$ cat config.mk
export PLATFORM = sky130hd
export DESIGN_NAME = sa_ram_fifo_16x256
export DESIGN_NICKNAME = d
export VERILOG_FILES = /design/src/rtl/sa_ram_fifo_pkg.sv /design/src/rtl/sa_ram_fifo_16x256_rwsp.sv /design/src/rtl/sa_ram_fifo_16x256.sv
export SDC_FILE = /design/constraint.sdc
export NUM_CORES = 2
export LEC_CHECK = 0
export ABC_AREA = 1
export ABC_CLOCK_PERIOD_IN_PS = 19750
export BUFFER_PORTS_ARGS = -buffer_cell sky130_fd_sc_hd__clkbuf_2
export CAP_MARGIN = 20
export CORE_MARGIN = 3
export CORE_UTILIZATION = 43
export CTS_BUF_LIST = sky130_fd_sc_hd__clkbuf_4
export DETAILED_ROUTE_END_ITERATION = 8
export PLACE_DENSITY = 0.61
export SYNTH_ARGS = -nofsm -noshare
export SYNTH_HDL_FRONTEND = slang
export SYNTH_SLANG_ARGS = --single-unit
$ cat constraint.sdc
create_clock -name clk -period 19.75 [get_ports clk]
set_clock_uncertainty 0.1 [all_clocks]
set_input_delay 3.95 -clock clk [delete_from_list [all_inputs] [get_ports clk]]
set_output_delay 3.95 -clock clk [all_outputs]
set_load 0.05 [all_outputs]
$ cat src/rtl/sa_ram_fifo_pkg.sv
// Shared geometry and types for the 16x256 RAM-backed FIFO.
package sa_ram_fifo_pkg;
  localparam int DEPTH = 16;
  localparam int WIDTH = 256;
  localparam int AW    = 4;
  localparam int CW    = 5;

  typedef logic [AW-1:0] ptr_t;
  typedef logic [CW-1:0] cnt_t;

  localparam ptr_t PTR_ONE  = ptr_t'(1);
  localparam cnt_t CNT_ONE  = cnt_t'(1);
  localparam cnt_t FULL_CNT = cnt_t'(DEPTH);
endpackage

$ cat src/rtl/sa_ram_fifo_16x256_rwsp.sv
// 16x256 single-port-style RAM: registered read address (re) and registered
// output (ore), independent write port. Contents are never reset.
module sa_ram_rwsp_16x256
  import sa_ram_fifo_pkg::*;
(
  input  logic             clk,
  input  logic             re_i,
  input  ptr_t             ra_i,
  input  logic             ore_i,
  input  logic             we_i,
  input  ptr_t             wa_i,
  input  logic [WIDTH-1:0] di_i,
  input  logic [31:0]      pwrbus_ram_pd_i,
  output logic [WIDTH-1:0] dout_o
);

  logic [WIDTH-1:0] mem_q [DEPTH];
  ptr_t             ra_q;
  logic [WIDTH-1:0] dout_q;

  // Power-domain control is a behavioural no-op here.
  logic unused_pd;
  assign unused_pd = ^pwrbus_ram_pd_i;

  always_ff @(posedge clk) begin
    if (we_i) mem_q[wa_i] <= di_i;
    if (re_i) ra_q <= ra_i;
    if (ore_i) dout_q <= mem_q[ra_q];
  end

  assign dout_o = dout_q;

endmodule

$ cat src/rtl/sa_ram_fifo_16x256.sv
// Valid/ready FIFO over a 16x256 RAM with a 2-stage read pipeline.
// Optional occupancy output fifo_lvl is enabled by defining SA_RAM_FIFO_LVL_EN.
module sa_ram_fifo_16x256
  import sa_ram_fifo_pkg::*;
(
  input  logic             clk,
  input  logic             rst,
  input  logic             in_valid,
  output logic             in_ready,
  input  logic [WIDTH-1:0] in_data,
  output logic             out_valid,
  input  logic             out_ready,
  output logic [WIDTH-1:0] out_data,
  input  logic [31:0]      pwrbus_ram_pd
`ifdef SA_RAM_FIFO_LVL_EN
  ,
  output logic [CW-1:0]    fifo_lvl
`endif
);

  ptr_t wp_q, wp_d, ip_q, ip_d, rp_q, rp_d;
  cnt_t cnt_q, cnt_d, pend_q, pend_d;
  logic s1_vld_q, s1_vld_d, s2_vld_q, s2_vld_d;
  logic push, re, ore;

  // cnt covers RAM plus S1; the S2 entry has already been released.
  assign in_ready  = (cnt_q != FULL_CNT);
  assign push      = in_valid & in_ready;
  assign ore       = s1_vld_q & (~s2_vld_q | out_ready);
  assign re        = ((ip_q != wp_q) | (pend_q != '0)) & (~s1_vld_q | ore);
  assign out_valid = s2_vld_q;

  always_comb begin
    wp_d     = push ? wp_q + PTR_ONE : wp_q;
    ip_d     = re   ? ip_q + PTR_ONE : ip_q;
    rp_d     = ore  ? rp_q + PTR_ONE : rp_q;
    s1_vld_d = re  | (s1_vld_q & ~ore);
    s2_vld_d = ore | (s2_vld_q & ~out_ready);

    cnt_d = cnt_q;
    case ({push, ore})
      2'b10:   cnt_d = cnt_q + CNT_ONE;
      2'b01:   cnt_d = cnt_q - CNT_ONE;
      default: cnt_d = cnt_q;
    endcase

    // pend tells 16 outstanding issues apart from none when ip == wp.
    pend_d = pend_q;
    case ({push, re})
      2'b10:   pend_d = pend_q + CNT_ONE;
      2'b01:   pend_d = pend_q - CNT_ONE;
      default: pend_d = pend_q;
    endcase
  end

  always_ff @(posedge clk or posedge rst) begin
    if (rst) begin
      wp_q     <= '0;
      ip_q     <= '0;
      rp_q     <= '0;
      cnt_q    <= '0;
      pend_q   <= '0;
      s1_vld_q <= 1'b0;
      s2_vld_q <= 1'b0;
    end else begin
      wp_q     <= wp_d;
      ip_q     <= ip_d;
      rp_q     <= rp_d;
      cnt_q    <= cnt_d;
      pend_q   <= pend_d;
      s1_vld_q <= s1_vld_d;
      s2_vld_q <= s2_vld_d;
    end
  end

`ifdef SA_RAM_FIFO_LVL_EN
  cnt_t lvl_q, lvl_d;

  assign lvl_d    = cnt_d + {{(CW-1){1'b0}}, s2_vld_d};
  assign fifo_lvl = lvl_q;

  always_ff @(posedge clk or posedge rst) begin
    if (rst) lvl_q <= '0;
    else     lvl_q <= lvl_d;
  end
`endif

  sa_ram_rwsp_16x256 u_ram (
    .clk             (clk),
    .re_i            (re),
    .ra_i            (ip_q),
    .ore_i           (ore),
    .we_i            (push),
    .wa_i            (wp_q),
    .di_i            (in_data),
    .pwrbus_ram_pd_i (pwrbus_ram_pd),
    .dout_o          (out_data)
  );

endmodule

* Word level (Yosys, flattened, before mapping)
Memory sizes are Yosys's and may differ from the RTL's. A register that Yosys moved wholly into a read port is not among the register bits. Cells that the tools add are included.
Word-level totals: memory bits (writable) 4096, memories 1, word-level logic and storage cells 41, register bits after elaboration 24, bits of input ports 292, output and inout bits 258
Cells by class: multiplexer cells 4, $add $sub $neg 6, equal/unequal tests 6, bitwise operators 14, reduce and logical (&&, ||, !) cells 3
Memory list:
- u_ram.mem_q | words 16, width 256, rd ports 1, clocked after Yosys merged registers in 1, wr ports 1, line sa_ram_fifo_16x256_rwsp.sv:17 | logic [WIDTH-1:0] mem_q [DEPTH];
Operators with widths (number):
- $pmux 5 s2 | 2
- $add 5x1->5 const B | 2
- $sub 5x1->5 const B | 2
- $add 4x1->4 const B | 2
- $and 1x1->1 | 5
- $ne 5x5->1 const B | 1
- $or 1x1->1 | 5
- $reduce_bool 5->1 | 1
- $eq 2x1->1 const B | 2
- $eq 2x2->1 const B | 2
- $ne 4x4->1 | 1
- $not 1->1 | 4
- $reduce_bool 2->1 | 2
- $mux 1 | 2

* Longest topological paths before layout
depth after elaboration 7, depth in mapped cells 16, gate-level depth less buffers 16

* By module
Synthesis repeated with hierarchy kept, for this count alone.
Unflattened totals: cell total of the unflattened synthesis 15648, area total of the unflattened synthesis 178713.9 sq um
By module, submodules not included:
- sa_ram_rwsp_16x256 | seq. area each 130805.5 sq um, cells an instance 15483, area each 177426.4 sq um, times used 1
- sa_ram_fifo_16x256 | seq. area each 500.5 sq um, cells an instance 165, area each 1287.5 sq um, times used 1

* Least setup slack after synthesis
Ideal clock, no wire load.
path type input -> register, start input out_ready, end register cnt_q[4], arrival time 18.815 ns, setup time 0.117 ns, buffers on the path 0, setup slack 0.719 ns, cell stages on the path 12, required time 19.533 ns, cells stage by stage inv_1 > a21oi_1 > ha_1 > inv_1 > fa_1 > inv_1 > nand2_1 > nand2_1 > nand2_1 > xor2_1 > nand2_1 > nand2_1
On the way: word-level cells in the longest chain between the ends 4, elaborated cells on any way between the ends 6, those cells by class eq/ne: 2; mux: 1; bitwise: 2; reduce/logical: 1
Ends and longest elaborated chain:
- start, declared | line sa_ram_fifo_16x256.sv:12 | input logic out_ready,
- $or 1x1->1 * | line sa_ram_fifo_16x256.sv:29 | assign ore = s1_vld_q & (~s2_vld_q | out_ready);
- $and 1x1->1 * | line sa_ram_fifo_16x256.sv:29
- net ore | line sa_ram_fifo_16x256.sv:24 | logic push, re, ore;
- $eq 2x1->1 / $eq 2x2->1 (equally long branches) | line sa_ram_fifo_16x256.sv:41 | case ({push, ore})
- $pmux 5 s2 / $reduce_bool 2->1 (equally long branches)
- end signal, assigned | line sa_ram_fifo_16x256.sv:69 | cnt_q <= cnt_d;
- end, declared | line sa_ram_fifo_16x256.sv:22 | cnt_t cnt_q, cnt_d, pend_q, pend_d;
The timed path passes the listed nets; every way through them passes the cells marked *. A chain may end at the register's enable or synchronous reset.

==> metrics list <==
* Outcome: completed
- The count of endpoints failing hold in the final timing report is 0.
- The number of hold buffers added after CTS was 0.
* Mapped Avg Cell Area: 12.1 um2
- WL per Instance: 21.4 um
- Largest net degree at the start of global routing: 209
* Min Tclk post-route: 7960 ps
- Setup slack on the worst reg-to-reg path comes out at 11790 ps.
* Post-detailed-route via-to-cell ratio: 5.23
- Among all cell types in the netlist, the one instantiated most often is nand2_1.
* DP Cell Count: 19500
- STA puts the critical path data required time at 21100 ps.
* Via count of the first global-routing pass: 109000
- The synthesized design contains 4356 enable-type register cells.
- Number of I/O pins: 550
- Congestion Overflow GR: 0
- The tree is rooted in a clkbuf_4.
* Area growth syn-to-layout: 12.4%
- The critical path runs through a total of 14 cells.
- The setup path with the least slack is of type flop to flop.
* Core Region: 0.400 mm2
* Post-layout instance count excluding filler cells: 21400
- TritonCTS clock tree: done
- Once the floorplan was initialized, standard cells occupied 43.3% of the core.
- Summed over all failing endpoints, the final setup total negative slack is 0 ps.
- Number of synthesized register bits: 4376
- Dividing total power by cell area gives a power density of 127 mW/mm2.
* List of most frequent post-synthesis cells: nand2_1 (5792), edfxtp_1 (4356), nand3_1 (2298)
* Sequential area share after synthesis: 75.8%
- Crit path DAT: 9310 ps
* Most used cell along the critical path: buf_4
- Die footprint: 0.410 mm2
* Die Y-Extent: 641 um
- Headroom to the max-slew limit came out at 19.4%.
- Placed standard-cell area: 0.181 mm2
- The finished cells cover 0.195 mm2.
- Site row count: 232
* Post-CTS clock slew at the launch and capture registers of the worst setup and hold paths: 60 ps
* Global router's overall resource usage: 22.1%
* Kind of capture point of the worst setup path: flop
* Wire length of the first global-routing pass: 678000 um
- Crit Reg-Reg Endpoint: u_ram.dout_o[118]$_DFFE_PP_
- The worst register-to-register path has a depth of 14.
- Slew at the pin closest to its max-slew limit: 1210 ps
* Final-stage net count: 15700
- The tightest min-delay check is of the flop to flop type.
- Share of post-route cells with drive strength above 1: 15.6%
- The H-tree was split into 7 levels.
- Critical path origin: u_ram.ra_q[0]$_DFFE_PP_
- The clock passes through at most 5 buffers.
- In this run the worst setup path terminates at u_ram.dout_o[118]$_DFFE_PP_.
- Via count of the routed design: 112000
- Post-CTS repair timing setup buffer count: 0
* CTS Sinks: 4376
- Among all stages on the critical path, the largest delay is contributed by buf_4.
* Net count after synthesis: 14700
* Number of buffer and inverter stages on the critical path: 8
- Setup violations remaining at the end of the flow were counted as 0.
- From left edge to right edge, the die measures 641 um.
* Number of gates given a new drive strength after cts: 0
* Proportion of synthesized flip-flops having asynchronous set or reset: 0.457%
- The cell family contributing the most delay on the critical path is buffers and inverters.
- Worst Path Max Fanout: 189
- Static timing analysis puts the maximum clock frequency at 126 MHz.
- CP max stage delay: 860 ps
- The tool flagged a number of max-cap violations equal to 0.
- In the routed design, unresolved DRC markers number 0.
* RSZ-0062 raised after global routing: false
- For this run, the number of Yosys warnings is 0.
- The most used flip-flop cell after synthesis is edfxtp_1.
- Before antenna repair, the detailed router went through 6 iterations.
- The synthesized design spends more area on one cell type than any other, namely edfxtp_1.
* Input/output buffers: 517
- Critical path startpoint category: flop
- Summing every instance area after synthesis gives 0.173 mm2.
- Iter 0 DRT Violations: 10400
* Number of slew-limit violations in the final report: 0
* Initial antenna violation count: 113
- Unique cell type count in the Yosys netlist: 23
* Maximum vdd drop: 0.0892 mV
* Part of the cycle the worst path needs: 40.3%
* Total wire length after detailed routing: 457000 um
* Ordered list of cells on the worst path: buf_4 > buf_4 > buf_4 > buf_4 > buf_12 > buf_4 > buf_4 > buf_4 > nor2_1 > nor2_1 > o21ai_0 > nand3_1 > nand3_1 > nand2_1
* Hpwl dp: 216000 um
* Startpoint of the lowest-slack register-to-register path: u_ram.ra_q[0]$_DFFE_PP_
* Dominant cells by area after synthesis: edfxtp_1 (76%), nand2_1 (13%), nand3_1 (6.6%)
* Number of nets still failing antenna checks after routing: 0
* Latest clock arrival within the worst-skew pair: 1700 ps
- TritonCTS created 1203 clock buffers.
- Counting every instance in the synthesized netlist gives 14400.
- Top-area cell type share of the netlist area: 75.5%
- RD Place Congestion: 0.748
- The analysis attributes to cell leakage a power of 0.0738 uW.
-- layer usage --
metal / global-route usage, % / share of wire [%] / up-vias
li1: - / - / 52500
met1: 28.5 / 42 / 54500
met2: 36.7 / 49 / 4172
met3: 4.90 / 7.1 / 788
met4: 8.07 / 2.4 / 60
met5: 0 / 0.085 / -
-- state kept, by name (all words and copies together) (netlist names), 4 cells and up --
signal,cells
u_ram.mem_q,4096
u_ram.dout_o,256
cnt_q,5
pend_q,5
ip_q,4
u_ram.ra_q,4
wp_q,4
-- area by class of cell --
class,count,area [um2]
fill,35400,206000
sequential,4376,131000
multi-input combinational,8895,37500
clock buffer,1692,12700
tap,5265,6590
timing repair buffer,707,4380
clock inverter,195,1140
inverter,230,893
antenna,52,130
-- kinds of logic (layout without fill, tap and decap cells) --
kind of cell	count (synthesis)	after routing	share of synthesized area, %
XOR/XNOR	9	9	0.0455
AND/OR/NAND/NOR	8523	8523	20.2
adder cells (fa/ha/maj)	15	15	0.117
AO/OA/AOI/OAI	348	348	1.22
buffers and inverters	1081	2824	2.62
flip-flops	4376	4376	75.8
other	0	52	0
-- worst min-delay path: stages, from the launching register on --
cell	delay, ps
dfrtp_1	330
inv_1	80
nand2_1	70
-- stage by stage --
step | worst slack (ps) | power (uW) | util [%] | hold slack, ps
5_1_grt | 11360 | 26100 | 48.6 | 413
4_1_cts | 11880 | 25100 | 48.6 | 384
6_report | 11790 | 24800 | 48.6 | 382
3_5_place_dp | 10580 | 17400 | 45.1 | 397
2_1_floorplan | 719 | 15700 | - | 333
3_3_place_gp | 10620 | 17400 | 45.1 | 391
-- placed cells by master (no fill, tap or decap) --
| cell | n |
|---|---|
| nand2_1 | 5792 |
| edfxtp_1 | 4356 |
| nand3_1 | 2298 |
| clkbuf_4 | 1692 |
| clkbuf_2 | 517 |
| nor2_1 | 391 |
| inv_1 | 225 |
| o21ai_0 | 195 |
| buf_4 | 161 |
| o211ai_1 | 147 |
| clkinv_1 | 126 |
| diode_2 | 52 |
| buf_12 | 29 |
| inv_2 | 26 |
| or2_2 | 24 |
| clkinv_2 | 20 |
| dfrtp_1 | 20 |
| nor2_4 | 16 |
| ha_1 | 13 |
| bufinv_16 | 13 |
| clkinvlp_4 | 7 |
| xor2_1 | 5 |
| xnor2_1 | 4 |
| inv_8 | 4 |
| clkinv_4 | 4 |
| a21oi_1 | 3 |
| nand4_1 | 2 |
| fa_1 | 2 |
| o22ai_1 | 1 |
| o21ai_1 | 1 |
| a21oi_4 | 1 |
-- report_power, final --
part / switching [uW] / internal (uW)
combinational: 4360 / 1290
sequential: 236 / 11300
clock: 3530 / 4060
-- worst min-delay path by stage --
stage,slack (ps),depth (start not counted),startpoint,end
final,380,2,s1_vld_q$_DFF_PP0_,out_valid$_DFF_PP0_
after global routing,410,2,s1_vld_q$_DFF_PP0_,out_valid$_DFF_PP0_
after CTS,380,2,s1_vld_q$_DFF_PP0_,out_valid$_DFF_PP0_
after detailed placement,400,0,ip_q[3]$_DFFE_PP0P_,u_ram.ra_q[3]$_DFFE_PP_
after global placement,390,0,ip_q[3]$_DFFE_PP0P_,u_ram.ra_q[3]$_DFFE_PP_
after floorplan,330,2,s1_vld_q$_DFF_PP0_,out_valid$_DFF_PP0_
Power figures use the tool's default switching activity.
